## src/rtl/ysyx_22041461_pipe_stage.sv

```systemverilog
// ysyx_22041461_pipe_stage: elastic valid/ready pipeline register.
// A two-entry skid buffer (main + skid) keeps one transfer per cycle
// with in_ready taken straight from a state flop. Flush kills both entries.
// Optional feature macro: YSYX_22041461_PIPE_PERF_EN adds stall/kill counters.
module ysyx_22041461_pipe_stage #(
  parameter int                 DATA_W   = 96,
  parameter logic [DATA_W-1:0]  RST_DATA = {32'h0, 64'h0000_0000_8000_0000}
) (
  input  logic              clk,
  input  logic              rst,
  input  logic              flush,
  input  logic              in_valid,
  output logic              in_ready,
  input  logic [DATA_W-1:0] in_data,
  output logic              out_valid,
  input  logic              out_ready,
`ifdef YSYX_22041461_PIPE_PERF_EN
  output logic [DATA_W-1:0] out_data,
  output logic [31:0]       stall_cnt,
  output logic [31:0]       kill_cnt
`else
  output logic [DATA_W-1:0] out_data
`endif
);

  // Occupancy encoding: bit 0 is main_v, bit 1 is skid_v, so both valids
  // and in_ready come directly from flop outputs.
  typedef enum logic [1:0] {
    ST_EMPTY = 2'b00,
    ST_ONE   = 2'b01,
    ST_FULL  = 2'b11
  } state_e;

  state_e              state_r;
  state_e              state_nxt_s;
  logic [DATA_W-1:0]   main_d_r;
  logic [DATA_W-1:0]   skid_d_r;
  logic                main_v_s;
  logic                skid_v_s;
  logic                push_s;
  logic                pop_s;
  logic                load_main_in_s;
  logic                load_main_skid_s;
  logic                load_skid_s;

  assign main_v_s  = state_r[0];
  assign skid_v_s  = state_r[1];
  assign in_ready  = ~skid_v_s;
  assign out_valid = main_v_s;
  assign out_data  = main_d_r;
  assign push_s    = in_valid & ~skid_v_s;
  assign pop_s     = main_v_s & out_ready;

  // Next occupancy and data-load selects; flush overrides every transition.
  always_comb begin
    state_nxt_s      = state_r;
    load_main_in_s   = 1'b0;
    load_main_skid_s = 1'b0;
    load_skid_s      = 1'b0;
    case (state_r)
      ST_EMPTY: begin
        if (push_s) begin
          state_nxt_s    = ST_ONE;
          load_main_in_s = 1'b1;
        end else begin
          state_nxt_s = ST_EMPTY;
        end
      end
      ST_ONE: begin
        if (push_s && pop_s) begin
          state_nxt_s    = ST_ONE;
          load_main_in_s = 1'b1;
        end else if (push_s) begin
          state_nxt_s = ST_FULL;
          load_skid_s = 1'b1;
        end else if (pop_s) begin
          state_nxt_s = ST_EMPTY;
        end else begin
          state_nxt_s = ST_ONE;
        end
      end
      ST_FULL: begin
        if (pop_s) begin
          state_nxt_s      = ST_ONE;
          load_main_skid_s = 1'b1;
        end else begin
          state_nxt_s = ST_FULL;
        end
      end
      default: begin
        state_nxt_s = ST_EMPTY;
      end
    endcase
    if (flush) begin
      state_nxt_s      = ST_EMPTY;
      load_main_in_s   = 1'b0;
      load_main_skid_s = 1'b0;
      load_skid_s      = 1'b0;
    end else begin
      state_nxt_s = state_nxt_s;
    end
  end

  // Occupancy register; reset beats flush.
  always_ff @(posedge clk) begin
    if (rst) begin
      state_r <= ST_EMPTY;
    end else begin
      state_r <= state_nxt_s;
    end
  end

  // Main payload register: refilled from upstream or promoted from skid.
  always_ff @(posedge clk) begin
    if (rst) begin
      main_d_r <= RST_DATA;
    end else if (load_main_in_s) begin
      main_d_r <= in_data;
    end else if (load_main_skid_s) begin
      main_d_r <= skid_d_r;
    end else begin
      main_d_r <= main_d_r;
    end
  end

  // Skid payload register: catches the entry accepted while main is stalled.
  always_ff @(posedge clk) begin
    if (rst) begin
      skid_d_r <= {DATA_W{1'b0}};
    end else if (load_skid_s) begin
      skid_d_r <= in_data;
    end else begin
      skid_d_r <= skid_d_r;
    end
  end

`ifdef YSYX_22041461_PIPE_PERF_EN
  logic [31:0] stall_cnt_r;
  logic [31:0] kill_cnt_r;
  logic [1:0]  kill_add_s;
  logic [32:0] kill_sum_s;

  assign kill_add_s = {1'b0, main_v_s} + {1'b0, skid_v_s};
  assign kill_sum_s = {1'b0, kill_cnt_r} + {31'h0, kill_add_s};
  assign stall_cnt  = stall_cnt_r;
  assign kill_cnt   = kill_cnt_r;

  // Saturating count of cycles where downstream holds off a valid output.
  always_ff @(posedge clk) begin
    if (rst) begin
      stall_cnt_r <= 32'h0;
    end else if (main_v_s && !out_ready && !flush && (stall_cnt_r != 32'hFFFF_FFFF)) begin
      stall_cnt_r <= stall_cnt_r + 32'h1;
    end else begin
      stall_cnt_r <= stall_cnt_r;
    end
  end

  // Saturating count of valid entries discarded by flush.
  always_ff @(posedge clk) begin
    if (rst) begin
      kill_cnt_r <= 32'h0;
    end else if (flush) begin
      kill_cnt_r <= kill_sum_s[32] ? 32'hFFFF_FFFF : kill_sum_s[31:0];
    end else begin
      kill_cnt_r <= kill_cnt_r;
    end
  end
`endif

endmodule

```

## config.mk

```make
export PLATFORM = sky130hd
export DESIGN_NAME = ysyx_22041461_pipe_stage
export DESIGN_NICKNAME = d
export VERILOG_FILES = /design/src/rtl/ysyx_22041461_pipe_stage.sv
export SDC_FILE = /design/constraint.sdc
export NUM_CORES = 1
export LEC_CHECK = 0
export ABC_AREA = 1
export BUFFER_PORTS_ARGS = -buffer_cell sky130_fd_sc_hd__buf_2
export CORE_MARGIN = 2
export CORE_UTILIZATION = 58
export DETAILED_ROUTE_END_ITERATION = 6
export PLACE_DENSITY = 0.95
export SKIP_CTS_REPAIR_TIMING = 1
export SYNTH_ARGS = -nofsm -noshare
export SYNTH_HDL_FRONTEND = slang
export SYNTH_SLANG_ARGS = --single-unit
```

## constraint.sdc

```tcl
create_clock -name clk -period 2.25 [get_ports clk]
set_input_delay 0.225 -clock clk [delete_from_list [all_inputs] [get_ports clk]]
set_output_delay 0.225 -clock clk [all_outputs]
set_load 0.05 [all_outputs]
```

==> results.md, run 1 <==
- Primary FF master, synth: dfxtp_1
- Slowest stage delay, CP: 400 ps
- CP most frequent cell: buf_12
- Post-Synthesis Cell Area: 8570 sq um
- Power share of the combinational group: 0.123
- Classification of the worst setup path: flop to flop
- Fraction of final layout cells with drive strength greater than 1: 0.192
- Number of antenna violations at the first check in global routing: 0
- Number of optimization iterations in the first detailed-route pass: 5
- FP Rows: 44
- Yosys warning total: 0
- Number of synthesized flops with an enable pin: 0
- Clk pin slew, worst setup/hold paths: 70 ps
- Final worst-path cycle share: 0.853
- Average footprint of a synthesized cell: 7.21 sq um
- Largest net degree at the start of global routing: 160
- Switching power total: 2020 uW
- Chip width: 126 um
- Leading cell type in the layout, fill and taps excluded: buf_2
- Worst clock skew: 11.7 ps
- Final setup fails: 0
- Wire length of the first global-routing pass: 38900 um
- Post-synthesis cell count: 1188
- Maximum clock frequency: 0.521 GHz
- Maximum fanout encountered on the critical timing path: 98
- Violation count after the first detailed-routing iteration: 989
- Final hold vios: 0
- Data arrival time of the critical path: 2220 ps
- DR vias: 8831
- Combined buffer and inverter count along the critical path: 2
- Slew margin rel.: 0.534
- Most used cells in the layout excluding fill and tap cells: 197 x buf_2, 196 x nand3_1, 194 x dfxtp_1, 193 x inv_1, 187 x a21oi_1
- Sum of overflow across all layers after global routing: 0
- Slew of the pin with the lowest slew margin: 699 ps
- Mean routed wirelength per cell: 15.8 um
- Series of cell instances along the critical path: nor2_4 -> buf_12 -> nand3_4 -> buf_12 -> o21ai_0 -> a21oi_1
- Data required time at the worst endpoint: 2550 ps
- Area Growth Syn to Fin: 18.0%
- Cell at the slowest stage of the critical path: dfxtp_1
- Ys async rst share: 0
- Synthesized net count: 1289
- GR Util All Layers: 0.298
- Register bit count reported by yosys: 194
- Type of destination of the critical path: flop
- Sum of negative setup slack: 0 ps
- Path type of the worst min-delay path: input pin to flop
- Startpoint types: flop
- Flop pwr share: 0.475
- Leak pwr: 0.00467 uW
- Top delay family on crit path: buffers and inverters
- Root buffer cell: clkbuf_16
- Floorplan die height: 126 um
- GP Congestion: 0.841
- Final Max Slew Viols: 0
- Proportion of power drawn by the clock network: 0.403
- Post-route DRC: 0
- Count of H-tree levels built during CTS: 4
- Number of maximum-capacitance violations: 0
- Sequential element share of the synthesized area: 0.453
- Total Die Area: 15800 sq um
- Port bufs: 198
- Result of the run: completed
- IO Pins: 199
- Final antenna diode count: 0
- Worst ir drop on vdd: 0.535 mV
- Filler-free cell count of the finished design: 1507
- Placeable Area: 14500 sq um
- CTS max path bufs: 2
- Via count of the first global-routing pass: 8138
- Vias per inst: 5.86
- RSZ-0062 raised after global routing: no
- Placed instance count: 1475
- Worst setup slack after placement: 387 ps
- DPL Wire Length: 14000 um
- Internal power of the cells: 5470 uW
- ANT nets after route: 0
- CTS tree: done
- Clock latency at the later pin of the worst-skew pair: 440 ps
- Final WL: 23800 um
- Number of buffers created by CTS: 17
- Switching power share of the total: 0.270
- Net count reported at finish: 1411
- Clock sinks: 194
- Effective utilization at floorplan: 0.592
- Distinct cells, synth: 18
- Minimum period implied by the final worst setup slack: 1920 ps
- Total power density per cell area: 741 nW/um^2
- Slack of the critical path: 332 ps
## area by class of cell
class	count	area, sq um
clock buffer	20	457
tap	184	230
fill	1123	4370
clock inverter	12	131
sequential	194	3880
multi-input combinational	687	3480
inverter	196	737
timing repair buffer	214	1190
## power by group through the flow
| stage | clock, uW | sequential (uW) | combinational, uW |
|---|---|---|---|
| after detailed placement | 0 | 3630 | 898 |
| after floorplan | 0 | 3820 | 434 |
| final | 3010 | 3560 | 918 |
| after global placement | 0 | 3630 | 879 |
| after global routing | 3180 | 3560 | 1000 |
| after CTS | 3040 | 3550 | 906 |
## metrics by stage
stage | cell area, sq um | util | power [uW] | hold WS, ps
finish | 10100 | 0.698 | 7490 | 69.5
global route | 10100 | 0.698 | 7740 | 68.9
CTS | 10100 | 0.698 | 7500 | 51.7
detailed placement | 9520 | 0.658 | 4530 | 443
global placement | 9520 | 0.658 | 4510 | 439
floorplan | 8570 | - | 4250 | 373
## worst reg2reg max path, cell delays in order, from the launching register on
cell and delay (ps):
dfxtp_1 400, nor2_4 200, buf_12 400, nand3_4 180
buf_12 240, o21ai_0 280, a21oi_1 80
## cell families after synthesis
| family | Yosys count | share of synthesized area |
|---|---|---|
| compound gates | 286 | 0.167 |
| buf+inv | 307 | 0.145 |
| simple gates | 401 | 0.234 |
| flops | 194 | 0.453 |
## cells in the mapped netlist (4+ instances only)
cell | number | share of area
a21oi_1 | 187 | 0.11
buf_1 | 4 | 0.0018
buf_2 | 43 | 0.025
buf_4 | 10 | 0.0088
clkbuf_1 | 54 | 0.024
dfxtp_1 | 194 | 0.45
inv_1 | 193 | 0.085
nand2_1 | 101 | 0.044
nand3_1 | 196 | 0.11
nand4_1 | 92 | 0.067
nor2_1 | 8 | 0.0035
o21ai_0 | 98 | 0.057
## final timing paths
kind / from / slack, ps / depth (start not counted) / to
worst min-delay path: in_data[31] / 70 / 3 / out_data[31]
worst min register to register: skid_d_r[7] / 450 / 2 / skid_d_r[7]
worst max register to register: state_r[1] / 330 / 6 / skid_d_r[54]
worst max-delay path: state_r[1] / 330 / 6 / skid_d_r[54]
## state kept, by name, indices dropped and copies added, names as in the netlist
signal    flops
state_r       2
skid_d_r     96
out_data     96
## layer usage
metal | track usage | vias up | part of all wire
li1 | - | 4201 | -
met1 | 0.391 | 4037 | 0.40
met2 | 0.481 | 521 | 0.48
met3 | 0.0573 | 72 | 0.094
met4 | 0.129 | 0 | 0.028
met5 | 0 | - | 0
(Power assumes the default switching activity.)
==> run 2, diff against run 1 <==
Settings changed: CORE_UTILIZATION 58 to 49, PLACE_DENSITY 0.95 to 0.89.
Clock period 2.25 ns to 1.6 ns, I/O delays scaled along.
==> run 2 against run 1 <==
Sequential share of layout area down 1.4 points. Register-to-register slack worse by 280 ps. First-iteration DRC count is 23% lower. Critical endpoint is now out_data[6]. Largest cell class unchanged. Highest routed layer unchanged.
==> results.md, run 2 (synthesis gave the netlist of run 1 again) <==
- GP Congestion: 0.785 (-6.6%)
- Largest net degree at the start of global routing: 94 (-41%)
- CTS max path bufs: 2 (unchanged)
- Final hold vios: 0 (unchanged)
- Total Die Area: 18600 sq um (+18%)
- Sum of overflow across all layers after global routing: 0 (unchanged)
- Net count reported at finish: 1431 (+1.4%)
- Total non-filler cell area in the finished layout: 10500 sq um (+3.9%)
- Worst clock skew: 12.6 ps (+0.888 ps)
- Wire length of the first global-routing pass: 37500 um (-3.8%)
- Result of the run: completed
- Violation count after the first detailed-routing iteration: 757 (-23%)
- Startpoint types: flop
- Placeable Area: 17200 sq um (+19%)
- GR Util All Layers: 0.249 (-0.0490)
- DR vias: 8710 (-1.4%)
- RSZ-0062 raised after global routing: no
- Chip width: 136 um (+8.5%)
- Path type of the worst min-delay path: input pin to flop
- Leak pwr: 0.00484 uW (+3.5%)
- Placement-stage cell area: 9900 sq um (+4.0%)
- Slew margin rel.: 0.626 (+0.0920)
- Setup slack of the most critical reg-to-reg path: 50 ps (-280 ps)
- Number of buffers created by CTS: 17 (unchanged)
- Floorplan die height: 136 um (+8.5%)
- Total power density per cell area: 1010 nW/um^2 (+37%)
- IO Pins: 199 (unchanged)
- FP Rows: 48 (+9.1%)
- Data required time at the worst endpoint: 1880 ps (-670 ps)
- Data arrival time of the critical path: 1820 ps (-400 ps)
- Sum of negative setup slack: 0 ps (unchanged)
- Effective utilization at floorplan: 0.499 (-0.0930)
- Leading cell type in the layout, fill and taps excluded: buf_2
- Clk pin slew, worst setup/hold paths: 70 ps (about the same)
- Maximum clock frequency: 0.647 GHz (+24%)
- Mean routed wirelength per cell: 15.1 um (-4.8%)
- Area Growth Syn to Fin: 22.6%
- Count of H-tree levels built during CTS: 4 (unchanged)
- Final setup fails: 0 (unchanged)
- Via count of the first global-routing pass: 7847 (-3.6%)
- Vias per inst: 5.54 (-5.4%)
- Clock latency at the later pin of the worst-skew pair: 430 ps (about the same)
- Port bufs: 198 (unchanged)
- Type of destination of the critical path: flop
- Number of antenna violations at the first check in global routing: 3 (+3)
- Final worst-path cycle share: 0.966 (+0.113)
- Root buffer cell: clkbuf_16
- Post-route DRC: 0 (unchanged)
- Slew of the pin with the lowest slew margin: 561 ps (-138 ps)
- Most used cells in the layout excluding fill and tap cells: 197 x buf_2, 196 x nand3_1, 193 x inv_1, 193 x dfxtp_1, 187 x a21oi_1
- Number of maximum-capacitance violations: 0 (unchanged)
- Worst ir drop on vdd: 0.729 mV (+36%)
- Classification of the worst setup path: flop to flop
- Minimum period implied by the final worst setup slack: 1550 ps (-373 ps)
- DPL Wire Length: 14600 um (+4.4%)
- Maximum fanout encountered on the critical timing path: 43 (-56%)
- Clock sinks: 194 (unchanged)
- Number of optimization iterations in the first detailed-route pass: 7 (+2)
- Final Max Slew Viols: 0 (unchanged)
- Fraction of final layout cells with drive strength greater than 1: 0.205 (+0.0128)
- ANT nets after route: 0 (unchanged)
- Final WL: 23600 um (-0.71%)
- CTS tree: done
## run 2: cell count changes in the layout (fill, tap and decap cells not counted), sizes merged
cell | before | now
buf | 214 | 234
clkinv | 6 | 2
inv | 196 | 200
diode | 0 | 3
clkbuf | 20 | 19
clkinvlp | 4 | 5
## run 2: metrics by stage
stage / worst slack (ps) / hold WS, ps / utilization / instances / power (uW)
2_1_floorplan: 78.4 / 308 / - / 1188 / 5980
3_3_place_gp: 124 / 422 / 0.576 / 1536 / 6420
3_5_place_dp: 59.0 / 438 / 0.576 / 1536 / 6450
4_1_cts: 51.6 / -5.85 / 0.611 / 1568 / 10700
5_1_grt: 1.02 / 24.0 / 0.612 / 1570 / 11000
6_report: 54.5 / 7.56 / 0.612 / 1571 / 10700
## run 2: report_power, final
| group | total (uW) | switching [uW] | internal (uW) |
|---|---|---|---|
| Clock | 4310 | 1940 | 2380 |
| Combinational | 1360 | 932 | 427 |
| Sequential | 4990 | 55.3 | 4940 |
| Total | 10700 | 2930 | 7740 |
## run 2: layout make-up
class,instances,area (sq um)
Fill cell,1510,6670
Sequential cell,194,3890
Multi-Input combinational cell,687,3480
Timing Repair Buffer,234,1520
Inverter,196,737
Clock buffer,19,443
Tap cell,225,282
Clock inverter,13,149
Antenna cell,3,7.51
## run 2: path summary, 6_finish.rpt
path | depth (start not counted) | to | from
hold reg to reg | 2 | skid_d_r[77] | skid_d_r[77]
setup / recovery | 5 | out_data[6] | state_r[0]
setup reg to reg | 5 | out_data[6] | state_r[0]
hold / removal | 3 | skid_d_r[72] | in_data[72]
## run 2: worst max-delay path: stages (launching register included)
cell	delay, ps
dfxtp_4	380
nand2_4	140
buf_4	450
nand4_1	150
nand3_1	130
a21oi_1	110
## run 2: metal layers
| metal | up-vias | share of wire | global-route usage |
|---|---|---|---|
| met2 | 389 | 0.48 | 0.410 |
| met5 | - | 0 | 0 |
| met1 | 4041 | 0.42 | 0.318 |
| li1 | 4249 | - | - |
| met4 | 0 | 0.016 | 0.0897 |
| met3 | 31 | 0.088 | 0.0611 |
